## src/rtl/traffic_pkg.sv

```systemverilog
// Shared phase encoding and light-head constants for the intersection scheduler.
package traffic_pkg;

    typedef enum logic [2:0] {
        PH_NS_GREEN,
        PH_NS_YELLOW,
        PH_ALL_RED_A,
        PH_EW_GREEN,
        PH_EW_YELLOW,
        PH_ALL_RED_B,
        PH_PED_WALK,
        PH_PED_CLEAR
    } phase_e;

    localparam logic [2:0] LIGHT_RED    = 3'b100;
    localparam logic [2:0] LIGHT_YELLOW = 3'b010;
    localparam logic [2:0] LIGHT_GREEN  = 3'b001;

    function automatic int imax(input int a, input int b);
        return (a > b) ? a : b;
    endfunction

endpackage

```

## src/rtl/phase_timer.sv

```systemverilog
// Loadable down counter that saturates at zero; done flags an expired phase.
module phase_timer #(
    parameter int           W       = 5,
    parameter logic [W-1:0] RST_VAL = '0
) (
    input  logic         clk,
    input  logic         reset,
    input  logic         load,
    input  logic [W-1:0] load_val,
    output logic [W-1:0] count,
    output logic         done
);

    always_ff @(posedge clk or posedge reset) begin
        if (reset) begin
            count <= RST_VAL;
        end else if (load) begin
            count <= load_val;
        end else if (count != '0) begin
            count <= count - 1'b1;
        end
    end

    assign done = (count == '0);

endmodule

```

## src/rtl/intersection_scheduler.sv

```systemverilog
// Demand-driven phase scheduler for an NS/EW intersection with a ped crossing.
module intersection_scheduler
    import traffic_pkg::*;
#(
    parameter int NS_MIN_GREEN = 20,
    parameter int EW_GREEN     = 12,
    parameter int YELLOW       = 4,
    parameter int ALL_RED      = 2,
    parameter int PED_WALK     = 8
) (
    input  logic       clk,
    input  logic       reset,
    input  logic       ew_car,
    input  logic       ped_req,
    output logic [2:0] ns_lights,
    output logic [2:0] ew_lights,
    output logic       walk,
    output logic       ped_wait,
    output logic       ped_ack
);

    localparam int MAXD = imax(imax(imax(NS_MIN_GREEN, EW_GREEN),
                                    imax(YELLOW, ALL_RED)), PED_WALK);
    localparam int TW   = (MAXD > 1) ? $clog2(MAXD) : 1;

    phase_e        state;
    phase_e        state_n;
    logic          ew_pending;
    logic          ped_pending;
    logic          ew_pending_n;
    logic          ped_pending_n;
    logic          entering;
    logic          done;
    logic [TW-1:0] count;
    logic [TW-1:0] load_val;

    function automatic logic [TW-1:0] dur(input phase_e p);
        logic [TW-1:0] d;
        unique case (p)
            PH_NS_GREEN:  d = TW'(NS_MIN_GREEN - 1);
            PH_NS_YELLOW: d = TW'(YELLOW - 1);
            PH_ALL_RED_A: d = TW'(ALL_RED - 1);
            PH_EW_GREEN:  d = TW'(EW_GREEN - 1);
            PH_EW_YELLOW: d = TW'(YELLOW - 1);
            PH_ALL_RED_B: d = TW'(ALL_RED - 1);
            PH_PED_WALK:  d = TW'(PED_WALK - 1);
            PH_PED_CLEAR: d = TW'(ALL_RED - 1);
            default:      d = '0;
        endcase
        return d;
    endfunction

    phase_timer #(
        .W       (TW),
        .RST_VAL (TW'(NS_MIN_GREEN - 1))
    ) u_timer (
        .clk      (clk),
        .reset    (reset),
        .load     (entering),
        .load_val (load_val),
        .count    (count),
        .done     (done)
    );

    always_comb begin
        state_n = state;
        unique case (state)
            PH_NS_GREEN:
                if (done && (ew_pending || ped_pending))
                    state_n = PH_NS_YELLOW;
            PH_NS_YELLOW:
                if (done) state_n = PH_ALL_RED_A;
            PH_ALL_RED_A:
                if (done)
                    state_n = ew_pending ? PH_EW_GREEN : PH_PED_WALK;
            PH_EW_GREEN:
                if (done) state_n = PH_EW_YELLOW;
            PH_EW_YELLOW:
                if (done) state_n = PH_ALL_RED_B;
            PH_ALL_RED_B:
                if (done)
                    state_n = ped_pending ? PH_PED_WALK : PH_NS_GREEN;
            PH_PED_WALK:
                if (done) state_n = PH_PED_CLEAR;
            PH_PED_CLEAR:
                if (done) state_n = PH_NS_GREEN;
            default:
                state_n = PH_NS_GREEN;
        endcase
    end

    assign entering = (state_n != state);
    assign load_val = dur(state_n);

    // Requests during the phase that serves them are absorbed; clear beats set.
    always_comb begin
        ew_pending_n  = ew_pending  | (ew_car  & (state != PH_EW_GREEN));
        ped_pending_n = ped_pending | (ped_req & (state != PH_PED_WALK));
        if (entering && state_n == PH_EW_GREEN) ew_pending_n = 1'b0;
        if (entering && state_n == PH_PED_WALK) ped_pending_n = 1'b0;
    end

    always_ff @(posedge clk or posedge reset) begin
        if (reset) begin
            state       <= PH_NS_GREEN;
            ew_pending  <= 1'b0;
            ped_pending <= 1'b0;
            ped_ack     <= 1'b0;
        end else begin
            state       <= state_n;
            ew_pending  <= ew_pending_n;
            ped_pending <= ped_pending_n;
            ped_ack     <= entering && (state_n == PH_PED_WALK);
        end
    end

    always_comb begin
        ns_lights = LIGHT_RED;
        ew_lights = LIGHT_RED;
        walk      = 1'b0;
        unique case (1'b1)
            (state == PH_NS_GREEN):  ns_lights = LIGHT_GREEN;
            (state == PH_NS_YELLOW): ns_lights = LIGHT_YELLOW;
            (state == PH_EW_GREEN):  ew_lights = LIGHT_GREEN;
            (state == PH_EW_YELLOW): ew_lights = LIGHT_YELLOW;
            (state == PH_PED_WALK):  walk      = 1'b1;
            default: ;
        endcase
    end

    assign ped_wait = ped_pending;

endmodule

```

## config.mk

```make
export PLATFORM = sky130hd
export DESIGN_NAME = intersection_scheduler
export DESIGN_NICKNAME = d
export VERILOG_FILES = /design/src/rtl/traffic_pkg.sv /design/src/rtl/phase_timer.sv /design/src/rtl/intersection_scheduler.sv
export SDC_FILE = /design/constraint.sdc
export NUM_CORES = 1
export LEC_CHECK = 0
export ABC_CLOCK_PERIOD_IN_PS = 5300
export CAP_MARGIN = 20
export CORE_MARGIN = 1.5
export CORE_UTILIZATION = 53
export DETAILED_ROUTE_END_ITERATION = 10
export GPL_TIMING_DRIVEN = 0
export PLACE_DENSITY = 0.9
export SLEW_MARGIN = 5
export SYNTH_ARGS = -nofsm -noshare
export SYNTH_HDL_FRONTEND = slang
export SYNTH_SLANG_ARGS = --single-unit
```

## constraint.sdc

```tcl
create_clock -name clk -period 5.3 [get_ports clk]
set_input_delay 0.795 -clock clk [delete_from_list [all_inputs] [get_ports clk]]
set_output_delay 0.795 -clock clk [all_outputs]
set_load 0.05 [all_outputs]
```

==> flow_summary.yaml <==
clocking:
  cts_tree: "done"
  root_buffer: "clkbuf_4"
  post_cts_buffers: 0
  cts_resized: 0
  clkLatencyLatePin_ns: 0.27
  cts_inserted_buffers: 3
  cts_hold_buf: 0
  cts.path.max_buffers: 2
  clkTransAtPathRegs_ns: 0.06
  cts-htree-levels: 1
  cts.sinks: 11
synth:
  syn_inst: 69
  synth_edf_count: 0
  synthesis.area_um2: 689
  synthFlopType: "dfrtp_1"
  synthAdderAreaFrac: 0.0363
  synth_nets: 75
  synth_most_common_cell: "dfrtp_1"
  ys_seq_area_frac: 0.405
  synth_compound_area_frac: 0.163
  synth_mux_area_frac: 0.0163
  yosys-top-cells-count: "dfrtp_1 (8), nor2_1 (7), inv_1 (6)"
  synth_area_leaders: "dfrtp_1 (29%), dfstp_2 (11%), nor2b_1 (4.5%), nor2_1 (3.8%), ha_1 (3.6%)"
  yosys_warnings: 0
  synth_top_family_by_area: "simple AND/OR/NAND/NOR gates"
  synth_top_cell_area_share: 0.290
  synth_xor_area_frac: 0.0381
  syn_area_per_cell_um2: 9.99
  synth.distinct_cells: 34
  synth_area_leader_cell: "dfrtp_1"
  ys_async_sr_fraction: 1.00
  synth-seq-cells: 11
  synthSimpleGateAreaFrac: 0.276
critical_path:
  path_cells: "clkbuf_1, or2_2, nor2_1, clkdlybuf4s50_1"
  slowest_delay_ns: 0.83
  endpoint_kind: "output pin"
  cpMaxStageDelayCell: "clkdlybuf4s50_1"
  critPathBufInv: 2
  arrival_ns: 2.22
  path_max_fanout: 10
  worstSetupPathType: "flop to output pin"
  crit_family: "buffers and inverters"
  regToRegSetupSlack_ns: 3.52
  cp.required_ns: 4.51
  worstSetupStartpointType: "flop"
drt:
  vias: 572
  dr.pass1.iters: 4
  drt-wirelength-per-cell_um: 13.7
  finalWirelength_um: 1360
  drc: 0
  drt_iter0_markers: 9
  via_per_inst: 5.78
  ant_nets: 0
sta:
  setup-violations-final: 0
  fin_skew_ns: 0.00514
  fin_crit_ns: 3.02
  slew_viol_final: 0
  hold_violations: 0
  finalSetupTns_ns: 0
  rsz0062_at_grt: "false"
  worst_slew_pin_slew_ns: 0.528
  fmax_mhz: 331
  worst_slack_ns: 2.28
  post-route-period-util: 0.569
  slew_headroom: 0.647
floorplanning:
  initial_core_util: 0.596
  num_rows: 12
  num_io_pins: 13
  die_x_um: 39.1
  coreArea_um2: 1160
  die_y_um: 39.1
  die_area_um2: 1530
place:
  globalplace.congestion: 0.736
  hpwl_um: 1010
  dpl.cell_count: 95
  io_buffers: 12
  place_ws_ns: 2.58
power_and_ir_drop:
  leakage_nw: 0.361
  power.density_nw_per_um2: 477
  peakVddDrop_v: 0.000398
layout:
  layout-drive-gt1-share: 0.153
  stdcell_count: 99
  area_delta_synth_final_pct: 23.8
  layout.nets: 92
  antenna_cells: 0
grt:
  grt.total_usage: 0.224
  antenna_found_initial: 0
  grt_pass1_vias: 545
  grt_pass1_wl_um: 2240
  grt_max_degree: 12
  grt.overflow.total: 0
job:
  maxCapViolations: 0
status:
  status: "complete, no violations"
hold_path:
  min_path_type: "flop to flop"
layer usage:
| layer | wire [um] | GRT usage |
|---|---|---|
| met1 | 611 | 0.252 |
| met2 | 666 | 0.379 |
| met3 | 59 | 0.0694 |
| met4 | 23 | 0.103 |
| met5 | 0 | 0 |
path summary, 6_finish.rpt:
kind                                               from                           end  cells after the start
min                        u_timer.count[0]$_DFFE_PP1P_  u_timer.count[0]$_DFFE_PP1P_                      2
min reg2reg                u_timer.count[0]$_DFFE_PP1P_  u_timer.count[0]$_DFFE_PP1P_                      2
min in group asynchronous                         reset  u_timer.count[3]$_DFFE_PP0P_                      2
max reg2reg                u_timer.count[0]$_DFFE_PP1P_            state[1]$_DFF_PP0_                      6
max in group asynchronous                         reset  u_timer.count[0]$_DFFE_PP1P_                      2
max                                  state[1]$_DFF_PP0_                  ns_lights[0]                      4
sequential cells by signal, indices dropped and copies added (netlist names):
register / cells
u_timer.count: 5
state: 3
ped_ack: 1
ew_pending: 1
ped_wait: 1
power by group:
part           internal, mW  switching, mW
clock                0.0292         0.0277
combinational        0.0712          0.133
sequential            0.116         0.0294
layout by cell type (no fill, tap or decap), drive strengths merged, types with 2 or more instances in the layout:
cell	instances
nor2b	5
a21oi	5
nor2	8
inv	6
dfrtp	8
dfstp	3
clkdlybuf4s50	12
o21ai	2
or4b	2
xor2	2
clkbuf	7
and3b	2
ha	2
nor3b	2
nor3	2
a21o	2
stage by stage:
stage	area, um2	total power [mW]	util	hold WS (ns)
finish	853	0.407	0.738	0.560
global placement	827	0.341	0.715	0.549
floorplan	689	0.289	-	0.526
detailed placement	827	0.349	0.715	0.552
CTS	853	0.408	0.738	0.562
global route	853	0.431	0.738	0.606
logic make-up after synthesis:
| family | after synthesis |
|---|---|
| XOR/XNOR | 3 |
| AND/OR/NAND/NOR | 27 |
| adder cells (fa/ha/maj) | 2 |
| multiplexers | 1 |
| buffers and inverters | 10 |
| flip-flops | 11 |
| AO/OA/AOI/OAI | 15 |
final cells by class:
type	instances	area, um2
Buffer	4	22.5
Clock buffer	4	26.3
Fill cell	86	303
Inverter	6	22.5
Multi-Input combinational cell	48	365
Sequential cell	11	279
Tap cell	14	17.5
Timing Repair Buffer	12	120
worst min-delay path: cells and delay by family, from the launching register on:
family | cells | cell delay, ns
and+or+nand+nor | 1 | 0.10
DFF | 1 | 0.37
AOI/OAI and AO/OA | 1 | 0.09
No activity file was read; power rests on OpenSTA's default activity.
